File: src/rtl/rv_isa_pkg.sv
// RV32I field definitions shared by the instruction
// encoder, its packer and immgen.
package rv_isa_pkg;

  typedef enum logic [2:0] {
    FMT_R = 3'd0,
    FMT_I = 3'd1,
    FMT_S = 3'd2,
    FMT_B = 3'd3,
    FMT_U = 3'd4,
    FMT_J = 3'd5
  } fmt_e;

  localparam logic [6:0] OP_IMM    = 7'b0010011;
  localparam logic [6:0] OP_LOAD   = 7'b0000011;
  localparam logic [6:0] OP_STORE  = 7'b0100011;
  localparam logic [6:0] OP_BRANCH = 7'b1100011;
  localparam logic [6:0] OP_JAL    = 7'b1101111;
  localparam logic [6:0] OP_LUI    = 7'b0110111;
  localparam logic [6:0] OP_AUIPC  = 7'b0010111;

  typedef enum logic [1:0] {
    ERR_RANGE = 2'd0,
    ERR_ALIGN = 2'd1,
    ERR_ULOW  = 2'd2,
    ERR_FMT   = 2'd3
  } err_e;

  typedef enum logic {
    ST_EMPTY = 1'b0,
    ST_FULL  = 1'b1
  } enc_state_e;

  function automatic logic in_range(
    input logic signed [31:0] v,
    input int                 lo,
    input int                 hi
  );
    return (v >= lo) && (v <= hi);
  endfunction

endpackage

File: src/rtl/inst_pack.sv
// Combinational RV32I packer: fields in, instruction
// word plus legality verdict out.
module inst_pack
  import rv_isa_pkg::*;
(
  input  logic [2:0]  fmt_i,
  input  logic [6:0]  opcode_i,
  input  logic [4:0]  rd_i,
  input  logic [4:0]  rs1_i,
  input  logic [4:0]  rs2_i,
  input  logic [2:0]  funct3_i,
  input  logic [6:0]  funct7_i,
  input  logic [31:0] imm_i,
  output logic [31:0] inst_o,
  output logic        err_o,
  output logic [1:0]  err_code_o
);

  logic signed [31:0] simm;

  assign simm = $signed(imm_i);

  always_comb begin
    inst_o     = '0;
    err_o      = 1'b0;
    err_code_o = ERR_RANGE;
    unique case (fmt_i)
      FMT_R: begin
        inst_o = {funct7_i, rs2_i, rs1_i,
                  funct3_i, rd_i, opcode_i};
      end
      FMT_I: begin
        inst_o = {imm_i[11:0], rs1_i,
                  funct3_i, rd_i, opcode_i};
        err_o  = !in_range(simm, -2048, 2047);
      end
      FMT_S: begin
        inst_o = {imm_i[11:5], rs2_i, rs1_i,
                  funct3_i, imm_i[4:0], opcode_i};
        err_o  = !in_range(simm, -2048, 2047);
      end
      FMT_B: begin
        inst_o = {imm_i[12], imm_i[10:5], rs2_i,
                  rs1_i, funct3_i, imm_i[4:1],
                  imm_i[11], opcode_i};
        if (!in_range(simm, -4096, 4094)) begin
          err_o = 1'b1;
        end else if (imm_i[0]) begin
          err_o      = 1'b1;
          err_code_o = ERR_ALIGN;
        end
      end
      FMT_U: begin
        inst_o = {imm_i[31:12], rd_i, opcode_i};
        if (imm_i[11:0] != 12'd0) begin
          err_o      = 1'b1;
          err_code_o = ERR_ULOW;
        end
      end
      FMT_J: begin
        inst_o = {imm_i[20], imm_i[10:1], imm_i[11],
                  imm_i[19:12], rd_i, opcode_i};
        // The odd upper bound is excluded as a range
        // error, so alignment only sees in-range values.
        if (!in_range(simm, -1048576, 1048574)) begin
          err_o = 1'b1;
        end else if (imm_i[0]) begin
          err_o      = 1'b1;
          err_code_o = ERR_ALIGN;
        end
      end
      default: begin
        err_o      = 1'b1;
        err_code_o = ERR_FMT;
      end
    endcase
  end

endmodule

File: src/rtl/inst_encoder.sv
// Instruction encoder: one-entry output buffer with a
// sequential write address and rejection counters.
module inst_encoder
  import rv_isa_pkg::*;
#(
  parameter int unsigned        ADDR_W    = 10,
  parameter logic [ADDR_W-1:0]  BASE_ADDR = '0
) (
  input  logic              clk,
  input  logic              rst,
  input  logic              in_valid,
  output logic              in_ready,
  input  logic [2:0]        in_fmt,
  input  logic [6:0]        in_opcode,
  input  logic [4:0]        in_rd,
  input  logic [4:0]        in_rs1,
  input  logic [4:0]        in_rs2,
  input  logic [2:0]        in_funct3,
  input  logic [6:0]        in_funct7,
  input  logic [31:0]       in_imm,
  input  logic              in_last,
  output logic              out_valid,
  input  logic              out_ready,
  output logic [31:0]       out_inst,
  output logic [ADDR_W-1:0] out_addr,
  output logic              done,
  output logic [7:0]        err_count,
  output logic [1:0]        err_code
);

  localparam logic [ADDR_W-1:0] ADDR_ONE = 1;

  logic [31:0] pk_inst;
  logic        pk_err;
  logic [1:0]  pk_code;

  inst_pack u_pack (
    .fmt_i      (in_fmt),
    .opcode_i   (in_opcode),
    .rd_i       (in_rd),
    .rs1_i      (in_rs1),
    .rs2_i      (in_rs2),
    .funct3_i   (in_funct3),
    .funct7_i   (in_funct7),
    .imm_i      (in_imm),
    .inst_o     (pk_inst),
    .err_o      (pk_err),
    .err_code_o (pk_code)
  );

  enc_state_e        state_q, state_d;
  logic [31:0]       inst_q, inst_d;
  logic [ADDR_W-1:0] addr_q, addr_d;
  logic              last_q, last_d;
  logic              done_q, done_d;
  logic [7:0]        errc_q, errc_d;
  logic [1:0]        code_q, code_d;
  logic              accept;
  logic              consume;

  always_comb begin
    state_d  = state_q;
    inst_d   = inst_q;
    addr_d   = addr_q;
    last_d   = last_q;
    errc_d   = errc_q;
    code_d   = code_q;
    in_ready = (state_q == ST_EMPTY) || out_ready;
    accept   = in_valid && in_ready;
    consume  = (state_q == ST_FULL) && out_ready;
    done_d   = (consume && last_q)
            || (accept && pk_err && in_last);
    // addr_q is the held word's address while FULL and
    // the next word's address while EMPTY.
    if (consume) begin
      state_d = ST_EMPTY;
      addr_d  = last_q ? BASE_ADDR : addr_q + ADDR_ONE;
    end
    if (accept && !pk_err) begin
      state_d = ST_FULL;
      inst_d  = pk_inst;
      last_d  = in_last;
    end
    if (accept && pk_err) begin
      code_d = pk_code;
      if (errc_q != 8'hFF) begin
        errc_d = errc_q + 8'd1;
      end
    end
  end

  always_ff @(posedge clk) begin
    if (rst) begin
      state_q <= ST_EMPTY;
      inst_q  <= '0;
      addr_q  <= BASE_ADDR;
      last_q  <= 1'b0;
      done_q  <= 1'b0;
      errc_q  <= '0;
      code_q  <= '0;
    end else begin
      state_q <= state_d;
      inst_q  <= inst_d;
      addr_q  <= addr_d;
      last_q  <= last_d;
      done_q  <= done_d;
      errc_q  <= errc_d;
      code_q  <= code_d;
    end
  end

  assign out_valid = (state_q == ST_FULL);
  assign out_inst  = inst_q;
  assign out_addr  = addr_q;
  assign done      = done_q;
  assign err_count = errc_q;
  assign err_code  = code_q;

endmodule

File: config.mk
export PLATFORM = sky130hd
export DESIGN_NAME = inst_encoder
export DESIGN_NICKNAME = d
export VERILOG_FILES = /design/src/rtl/rv_isa_pkg.sv /design/src/rtl/inst_pack.sv /design/src/rtl/inst_encoder.sv
export SDC_FILE = /design/constraint.sdc
export NUM_CORES = 1
export LEC_CHECK = 0
export ABC_AREA = 1
export BUFFER_PORTS_ARGS = -buffer_cell sky130_fd_sc_hd__buf_2
export CAP_MARGIN = 20
export CELL_PAD_IN_SITES_DETAIL_PLACEMENT = 0
export CELL_PAD_IN_SITES_GLOBAL_PLACEMENT = 2
export CORE_UTILIZATION = 28
export DETAILED_ROUTE_END_ITERATION = 8
export PLACE_DENSITY_LB_ADDON = 0.1
export SYNTH_ARGS = -nofsm -noshare
export SYNTH_HDL_FRONTEND = slang
export SYNTH_HIERARCHICAL = 1
export SYNTH_SLANG_ARGS = --single-unit
File: constraint.sdc
create_clock -name clk -period 3.4 [get_ports clk]
set_input_delay 0 -clock clk [delete_from_list [all_inputs] [get_ports clk]]
set_output_delay 0 -clock clk [all_outputs]
set_load 0.02 [all_outputs]
==> flow_summary.yaml, run 1 <==
outcome:
  outcome: "completed"
detailed_routing:
  drt-pass1-iter-count: 4
  ant_nets: 0
  detail_route.vias_per_cell: 4.45
  detail_route.drc_violations: 0
  dr.first_iter.drc_count: 171
  postRouteWirelength_um: 10900
  detail_route.wl_per_cell_um: 13.6
  vias: 3576
synth:
  synth.net_count: 588
  post_synth_instance_area_um2: 3470
  synth_compound_area_share_pct: 17.9
  synthXorXnorAreaFrac_pct: 1.51
  synth_top_family_by_area: "simple AND/OR/NAND/NOR gates"
  post_synth_num_cell_types: 38
  synthCells: 514
  synth.yosys.warnings: 6
  synth.ff_latch_count: 55
  muxShareOfSynthArea_pct: 0
  fraction_of_the_mapped_netlist_area_in_adder_cells_pct: 0.721
  portion_of_the_post_synthesis_area_used_by_sequential_elements_pct: 31.7
  syn-mean-instance-area_um2: 6.76
  synth_simple_gate_area_share_pct: 36.6
pwr:
  combPwrFrac_pct: 21.8
  cellLeakagePower_nw: 2.07
  p_int_mw: 1.07
  power_per_cell_area_nw_per_um2: 354
  netSwitchingPower_uw: 474
  worst_ir_drop_vdd_mv: 0.266
  pwr-share-seq_pct: 44.4
  p_clk_share_pct: 33.8
  power_switching_share_pct: 30.7
clock_tree:
  cts.clk_slew.worst_paths_ns: 0.07
  tritoncts: "yes"
  cts_root_buffer: "clkbuf_16"
  clk_path_buf_depth: 2
  cts_made_buffers: 5
  clock_sink_count: 55
  post_cts_resized: 0
  clk_latency_ns: 0.29
  h-tree-depth: 2
global_route:
  grt_first_pass_wirelength_um: 17500
  grt_start_max_net_pins: 44
  grt_antenna_before_repair: 0
  first_global_vias: 3482
  grt.overflow.total: 0
  globalRouteTotalUtil_pct: 17.5
timing:
  final_max_slew_viol_count: 0
  highest_clock_frequency_the_design_can_meet_mhz: 477
  layout_worst_path_cycle_share_pct: 61.7
  finalSetupTns_ns: 0
  report.final.hold_viol_count: 0
  worst_clock_skew_ns: 0.00363
  timing.final.crit_period_ns: 2.10
  worst-slew-pin-transition_ns: 0.697
  slew_headroom_pct: 53.5
  whs_ns: 0.0229
  unrepaired_setup_endpoints_after_global_routing: "false"
  finalSetupViolations: 0
critical_path:
  crit_path_end_kind: "flop"
  r2r_end: "out_inst[3]"
  r2r_slack_ns: 1.69
  critPathKind: "input port to flop"
  critPathArrivalTime_ns: 2.32
  worst_ep_required_time_ns: 3.63
  reg2regPathDepth: 5
  path_max_fanout: 35
  timing.rr.start: "out_valid"
  worstSetupStartpointType: "input port"
place:
  place.port_buffers: 126
  detailed_place_hpwl_um: 8680
  gp_routability_congestion: 0.816
floorplanning:
  floorplan.die.height_um: 113
  fp.dieArea_um2: 12800
  io_pins: 127
  fp-row-count: 40
  placeableCoreArea_um2: 12100
  initial_utilization_pct: 28.8
  die-width_um: 113
min_path:
  class_of_the_tightest_hold_or_removal_check: "input port to flop"
  hold_path_startpoint: "in_opcode[1]"
  min_delay_worst_endpoint: "out_inst[1]"
  min_path_cells: 5
layout:
  antenna_cells_inserted: 0
  design.final.nets: 709
  final_core_util_pct: 36.2
  layout.cells.most_common: "nand2_1"
  fraction_of_layout_instances_using_a_drive_strength_above_1_pct: 37.6
  final_cell_mix: "nand2_1 (142), buf_2 (126), dfxtp_1 (55)"
  syn_to_final_growth_pct: 25.6
flow_run:
  max_cap_viol_count: 0
## synth_stat cells
master	count	area share [%]
xnor2_1	2	0.50
o2111ai_1	1	0.25
nand4_1	6	1.1
nor2_2	2	0.36
nand3_4	1	0.50
nor3_2	2	0.58
o221ai_1	9	2.3
o21ai_1	12	1.7
dfxtp_1	55	32
nand3_2	2	0.58
a22oi_1	1	0.22
clkbuf_1	4	0.43
a21oi_1	15	2.2
o21ai_0	6	0.86
nand3_1	16	2.3
nor4_1	1	0.18
nand2_4	3	0.97
inv_4	1	0.18
inv_2	17	1.8
inv_6	1	0.25
a21oi_2	36	9.1
clkinv_2	1	0.14
o22ai_1	5	0.90
nand2_1	142	15
or2_0	1	0.18
nor3_4	1	0.47
nand2_2	36	6.5
buf_12	3	1.7
and2_1	1	0.18
nor3_1	8	1.2
buf_4	1	0.22
nor2_4	2	0.65
o211ai_1	2	0.43
nor2_1	52	5.6
buf_2	6	0.86
ha_1	2	0.72
inv_1	54	5.8
xor2_1	4	1.0
## stage by stage
step | cell area, um^2 | setup WS (ns) | std cells | power, mW
6_report | 4360 | 1.30 | 803 | 1.54
5_1_grt | 4360 | 0.949 | 803 | 1.63
4_1_cts | 4360 | 1.25 | 803 | 1.57
3_5_place_dp | 4210 | 0.955 | 795 | 1.04
3_3_place_gp | 4210 | 0.992 | 795 | 1.04
2_1_floorplan | 3470 | 1.97 | 514 | 0.922
## how the worst max path moves through the flow
stage | start | endpoint
global route | in_imm[29] | out_inst[4]
global placement | in_imm[20] | out_inst[3]
CTS | in_imm[20] | out_inst[3]
detailed placement | in_imm[20] | out_inst[3]
finish | in_imm[20] | out_inst[3]
floorplan | err_count[1] | err_count[7]
## critical path, stage by stage
cell and delay (ns):
buf_2 0.13, inv_2 0.10, nand3_1 0.08, nor2_1 0.18, and2_1 0.18, o21ai_1 0.07, nand3_1 0.07, nand2_1 0.06
nand2_1 0.07, nand3_1 0.12, inv_1 0.11, nand3_4 0.35, inv_4 0.55, nand2_1 0.10, a21oi_1 0.13
## metal layers
| layer | global-route usage (%) | vias up | wire length (um) |
|---|---|---|---|
| met5 | 0 | - | 0 |
| met3 | 2.46 | 7 | 417 |
| li1 | - | 1874 | - |
| met2 | 29.2 | 91 | 5110 |
| met1 | 23.4 | 1604 | 5240 |
| met4 | 5.26 | 0 | 155 |
## what timing repair did
item,CTS,global route
hold buffers,1,0
buffers inserted,0,0
hold endpoints to repair,2,0
## state kept, by name (all words and copies together), names as in the netlist
name and count:
out_valid 1, err_code 2, out_inst 32, last_q 1
err_count 8, out_addr 10, done 1
## cell type report
cell class | count | area [um^2]
Timing Repair Buffer | 128 | 648
Tap cell | 168 | 210
Clock buffer | 6 | 139
Clock inverter | 1 | 5.00
Fill cell | 1327 | 7700
Multi-Input combinational cell | 371 | 1970
Inverter | 74 | 287
Sequential cell | 55 | 1100
## power groups by stage
stage               Clock [mW]  Sequential (mW)  Combinational, mW
detailed placement           0            0.701              0.338
CTS                      0.540            0.686              0.340
floorplan                    0            0.727              0.194
global placement             0            0.700              0.339
global route             0.571            0.688              0.372
finish                   0.521            0.685              0.336
## cells by family after synthesis
kind of cell               count (synthesis)
and+or+nand+nor                          276
buffers and inverters                     88
AOI/OAI and AO/OA                         87
DFF                                       55
xor gates and xnor gates                   6
adders and majority gates                  2
(Power assumes the default switching activity.)
==> run 2: changes to the inputs <==
--- a/config.mk
+++ b/config.mk
@@ -10,7 +10,7 @@
 export CAP_MARGIN = 20
 export CELL_PAD_IN_SITES_DETAIL_PLACEMENT = 0
 export CELL_PAD_IN_SITES_GLOBAL_PLACEMENT = 2
-export CORE_UTILIZATION = 28
+export CORE_UTILIZATION = 23
 export DETAILED_ROUTE_END_ITERATION = 8
 export PLACE_DENSITY_LB_ADDON = 0.1
 export SYNTH_ARGS = -nofsm -noshare
==> constraint.sdc (replaced) <==
create_clock -name clk -period 1.8 [get_ports clk]
set_input_delay 0 -clock clk [delete_from_list [all_inputs] [get_ports clk]]
set_output_delay 0 -clock clk [all_outputs]
set_load 0.02 [all_outputs]
==> run 2 against run 1 <==
The run now ends with design-rule violations left. Utilization decreased by 4.6 points. Combinational power increased by 110%. Routed wire length increased by 4.5%. Power increased by 97%. Via count increased by 2.4%. Sequential power increased by 88%. Clock skew increased by 0.0034 ns. Largest cell class unchanged. Largest power group unchanged.
==> flow_summary.yaml, run 2 (synthesis gave the netlist of run 1 again) <==
layout:
  final_cell_count_no_fill: 846
  final_cell_mix: "nand2_1 (142), buf_2 (126), dfxtp_1 (55)"
  final.fill_count: 1624
  final_design_area_no_fill_um2: 4620
  syn_to_final_growth_pct: 33.0
  fraction_of_layout_instances_using_a_drive_strength_above_1_pct: 40.3
  antenna_cells_inserted: 0
  layout.cells.most_common: "nand2_1"
  design.final.nets: 735
  largest_register_ffs: 32
  final_core_util_pct: 31.5
floorplanning:
  die-width_um: 125
  floorplan.die.height_um: 125
  fp-row-count: 44
  io_pins: 127
  fp.dieArea_um2: 15600
  placeableCoreArea_um2: 14600
  initial_utilization_pct: 23.7
critical_path:
  path_max_fanout: 15
  reg2regPathDepth: 8
  critPathArrivalTime_ns: 1.75
  worstSetupStartpointType: "input port"
  critPathKind: "input port to flop"
  crit_path_end_kind: "flop"
  worst_ep_required_time_ns: 2.03
timing:
  layout_worst_path_cycle_share_pct: 84.9
  report.final.hold_viol_count: 0
  slew_headroom_pct: 53.0
  final_max_slew_viol_count: 0
  worst_clock_skew_ns: 0.00703
  highest_clock_frequency_the_design_can_meet_mhz: 654
  timing.final.crit_period_ns: 1.53
  worst-slew-pin-transition_ns: 0.704
  unrepaired_setup_endpoints_after_global_routing: "false"
  finalSetupViolations: 0
clock_tree:
  h-tree-depth: 2
  tritoncts: "yes"
  cts.clk_slew.worst_paths_ns: 0.07
  clk_path_buf_depth: 2
  clk_latency_ns: 0.30
  clock_sink_count: 55
  cts_made_buffers: 5
  post_cts_buffers: 0
  cts_root_buffer: "clkbuf_16"
detailed_routing:
  dr.first_iter.drc_count: 128
  detail_route.drc_violations: 12
  ant_nets: 0
  detail_route.wl_per_cell_um: 13.5
  vias: 3662
  detail_route.vias_per_cell: 4.33
  postRouteWirelength_um: 11400
  drt-pass1-iter-count: 6
global_route:
  grt.overflow.total: 0
  grt_first_pass_wirelength_um: 18700
  first_global_vias: 3713
  grt_antenna_before_repair: 0
  globalRouteTotalUtil_pct: 15.2
  grt_start_max_net_pins: 43
min_path:
  class_of_the_tightest_hold_or_removal_check: "input port to flop"
  min_path_cells: 4
flow_run:
  max_cap_viol_count: 0
place:
  placement.cell_area_um2: 4450
  detailed_place_hpwl_um: 9570
  place.port_buffers: 126
  gp_routability_congestion: 0.872
  place_inst: 837
outcome:
  outcome: "finished, violations left"
  failed_checks: "design-rule violations"
pwr:
  worst_ir_drop_vdd_mv: 0.318
  power_per_cell_area_nw_per_um2: 658
  cellLeakagePower_nw: 2.20
[run 2: repair_timing]
| action | in CTS | in global routing |
|---|---|---|
| resized for setup | 0 | 1 |
| endpoints found under the hold margin | 2 | 0 |
| hold buffers | 1 | 0 |
| setup endpoints to repair | 0 | 1 |
[run 2: metrics by stage]
step | hold slack [ns] | setup TNS [ns] | setup slack (ns) | power [mW]
floorplan | 0.123 | 0 | 0.372 | 1.74
global placement | 0.265 | 0 | 0.0134 | 2.03
detailed placement | 0.278 | -0.216 | -0.0265 | 2.03
CTS | 0.0139 | 0 | 0.271 | 3.10
global route | 0.0397 | 0 | 0.00734 | 3.22
finish | 0.00751 | 0 | 0.271 | 3.04
[run 2: final timing paths]
path	start	endpoint	slack, ns
max	in_imm[4]	out_inst[13]	0.27
min	rst	out_valid	0.008
max reg2reg	err_count[1]	err_count[6]	0.38
min reg2reg	out_inst[28]	out_inst[28]	0.47
[run 2: power by group]
| group | internal (mW) | switching, mW |
|---|---|---|
| logic | 0.263 | 0.437 |
| clock network | 0.593 | 0.453 |
| registers | 1.26 | 0.0293 |
[run 2: area by class of cell]
class                      instances  area [um^2]  share of cell area [%]
clock inverter                     1         7.51                   0.163
clock buffer                       7          153                    3.31
inverter                          74          287                    6.20
multi-input combinational        371         1970                    42.7
timing repair buffer             154          868                    18.8
tap                              184          230                    4.99
sequential                        55         1100                    23.8
[run 2: routing by layer]
metal / vias to the layer above / part of all wire, % / GRT usage [%]
met2: 100 / 48 / 26.3
met5: - / 0 / 0
met3: 8 / 4.5 / 2.23
li1: 1924 / - / -
met1: 1630 / 46 / 19.6
met4: 0 / 1.1 / 3.73
[run 2: critical path, cell delays in order]
cell and delay [ns]:
buf_2 0.10, nand2_1 0.05, nor2_1 0.20, nand2_1 0.11, nor2_1 0.16, nand2_1 0.07, nand3_1 0.11, nand2_1 0.06
nand2_1 0.06, nand3_1 0.15, inv_2 0.10, nand3_4 0.11, inv_4 0.11, buf_12 0.17, nand2_2 0.06, a21oi_2 0.11
==> run 3: changes to the inputs <==
--- a/config.mk
+++ b/config.mk
@@ -10,7 +10,7 @@
 export CAP_MARGIN = 20
 export CELL_PAD_IN_SITES_DETAIL_PLACEMENT = 0
 export CELL_PAD_IN_SITES_GLOBAL_PLACEMENT = 2
-export CORE_UTILIZATION = 23
+export CORE_UTILIZATION = 26
 export DETAILED_ROUTE_END_ITERATION = 8
 export PLACE_DENSITY_LB_ADDON = 0.1
 export SYNTH_ARGS = -nofsm -noshare
==> constraint.sdc (replaced) <==
create_clock -name clk -period 1.6 [get_ports clk]
set_input_delay 0 -clock clk [delete_from_list [all_inputs] [get_ports clk]]
set_output_delay 0 -clock clk [all_outputs]
set_load 0.02 [all_outputs]
==> run 3 against run 2 <==
The run now ends clean. Final cell count increased by 2.2%. Sequential share of layout area decreased by 1.6 points. Routed wire length decreased by 1.5%. Critical path depth increased by 1. Global-route usage increased by 1.2 points. Combinational power increased by 28%. Non-clock buffer count increased by 31. Largest cell class unchanged. Largest power group unchanged.
==> flow_summary.yaml, run 3 (synthesis gave the netlist of run 1 again) <==
place:
  place.port_buffers: 126
  placement.cell_area_um2: 4690
  gp_routability_congestion: 0.794
  detailed_place_hpwl_um: 9250
critical_path:
  r2r_end: "err_count[1]"
  worst_ep_required_time_ns: 1.83
  worstSetupStartpointType: "input port"
  endpoint: "out_inst[10]"
  reg2regPathDepth: 8
  critPathKind: "input port to flop"
  crit_path_end_kind: "flop"
  timing.rr.start: "err_count[1]"
  critPathArrivalTime_ns: 1.70
  path_max_fanout: 7
  r2r_slack_ns: 0.16
  critical_path.startpoint: "in_imm[22]"
clock_tree:
  clk_path_buf_depth: 2
  cts_made_buffers: 5
  clock_sink_count: 55
  cts.clk_slew.worst_paths_ns: 0.07
  clk_latency_ns: 0.29
  tritoncts: "yes"
  h-tree-depth: 2
  cts_root_buffer: "clkbuf_16"
floorplanning:
  initial_utilization_pct: 27.1
  fp.dieArea_um2: 13800
  fp-row-count: 41
  io_pins: 127
  floorplan.die.height_um: 118
  die-width_um: 118
  placeableCoreArea_um2: 12800
pwr:
  power_switching_share_pct: 31.1
  p_int_mw: 2.38
  pwr-share-seq_pct: 42.0
  finalPower_mw: 3.46
  combPwrFrac_pct: 25.8
  p_clk_share_pct: 32.2
  power_per_cell_area_nw_per_um2: 697
  cellLeakagePower_nw: 2.38
  netSwitchingPower_mw: 1.08
  worst_ir_drop_vdd_mv: 0.496
layout:
  final_cell_mix: "nand2_1 (140), buf_2 (126), dfxtp_1 (55)"
  fraction_of_layout_instances_using_a_drive_strength_above_1_pct: 45.2
  final_design_area_no_fill_um2: 4960
  largest_register_ffs: 32
  syn_to_final_growth_pct: 42.8
  layout.cells.most_common: "nand2_1"
  antenna_cells_inserted: 0
  design.final.nets: 766
timing:
  highest_clock_frequency_the_design_can_meet_mhz: 682
  whs_ns: 0.0237
  timing.final.crit_period_ns: 1.47
  worst_clock_skew_ns: 0.00454
  finalSetupTns_ns: 0
  layout_worst_path_cycle_share_pct: 91.7
  worst-slew-pin-transition_ns: 0.347
  slew_headroom_pct: 76.9
  finalSetupViolations: 0
  final_max_slew_viol_count: 0
  report.final.hold_viol_count: 0
detailed_routing:
  postRouteWirelength_um: 11300
  detail_route.vias_per_cell: 4.37
  vias: 3779
  dr.first_iter.drc_count: 132
  detail_route.drc_violations: 0
  ant_nets: 0
  drt-pass1-iter-count: 6
  detail_route.wl_per_cell_um: 13.0
min_path:
  class_of_the_tightest_hold_or_removal_check: "input port to flop"
  hold_path_startpoint: "in_opcode[2]"
global_route:
  globalRouteTotalUtil_pct: 16.4
  grt_start_max_net_pins: 34
  grt_first_pass_wirelength_um: 18300
  grt.overflow.total: 0
  grt_antenna_before_repair: 0
  first_global_vias: 3723
outcome:
  outcome: "completed"
flow_run:
  max_cap_viol_count: 0
==> run 3: cell count changes in the layout (fill, tap and decap cells not counted), moves of 3 or more <==
cell | previous run | this run
buf_4 | 25 | 50
inv_1 | 53 | 49
buf_12 | 2 | 5
inv_2 | 18 | 21
nor2_1 | 52 | 49
nor2_2 | 2 | 5
nor3_1 | 8 | 5
==> run 3: worst min path at each step <==
stage,cells past startpoint,endpoint
floorplan,2,in_ready
global placement,3,last_q
detailed placement,3,last_q
CTS,5,out_inst[6]
global route,5,out_inst[2]
finish,5,out_inst[2]
==> run 3: metal layers <==
| layer | global-route usage [%] | part of all wire, % | wire (um) | up-vias |
|---|---|---|---|---|
| li1 | - | - | - | 1983 |
| met2 | 28.7 | 48 | 5440 | 97 |
| met4 | 4.17 | 1.2 | 131 | 0 |
| met1 | 20.9 | 46 | 5220 | 1691 |
| met3 | 2.33 | 4.1 | 466 | 8 |
| met5 | 0 | 0 | 0 | - |
==> run 3: layout make-up <==
class,count,area (um^2)
clock buffers,5,125
clock inverters,3,23.8
fillers,1439,7870
inverters,74,294
multi-input cells,371,2020
flip-flops and latches,55,1100
well taps,172,215
repair buffers,185,1180
==> run 3: critical path, cell delays in order <==
cell and delay, ns:
buf_2 0.11, inv_1 0.10, nand2_1 0.08, nor2_2 0.16, nand2_1 0.07, nor2_1 0.09
nand2_1 0.06, nand3_1 0.11, nand2_1 0.06, nand2_1 0.07, nand3_2 0.13, inv_2 0.10
nand3_4 0.12, inv_8 0.13, clkbuf_16 0.16, nand2_2 0.05, a21oi_2 0.10
==> run 3: timing repair <==
action / CTS / global route
gates resized for setup: 0 / 21
endpoints found under the hold margin: 2 / 0
setup endpoints to repair: 0 / 43
hold buffers: 1 / 0
setup buffers: 0 / 0
==> run 3: metrics by stage <==
| stage | setup WS (ns) | cells | utilization, % |
|---|---|---|---|
| after detailed placement | -0.257 | 854 | 36.6 |
| after floorplan | 0.172 | 514 | - |
| after CTS | 0.0253 | 863 | 37.8 |
| after global placement | -0.244 | 854 | 36.6 |
| after global routing | -0.00148 | 865 | 38.7 |
| final | 0.134 | 865 | 38.7 |
==> run 3: power by group through the flow <==
| stage | Sequential [mW] | Clock (mW) | Combinational [mW] |
|---|---|---|---|
| final | 1.45 | 1.11 | 0.893 |
| after CTS | 1.45 | 1.17 | 0.864 |
| after detailed placement | 1.49 | 0 | 0.860 |
| after global routing | 1.46 | 1.21 | 0.985 |
| after global placement | 1.48 | 0 | 0.860 |
| after floorplan | 1.55 | 0 | 0.413 |
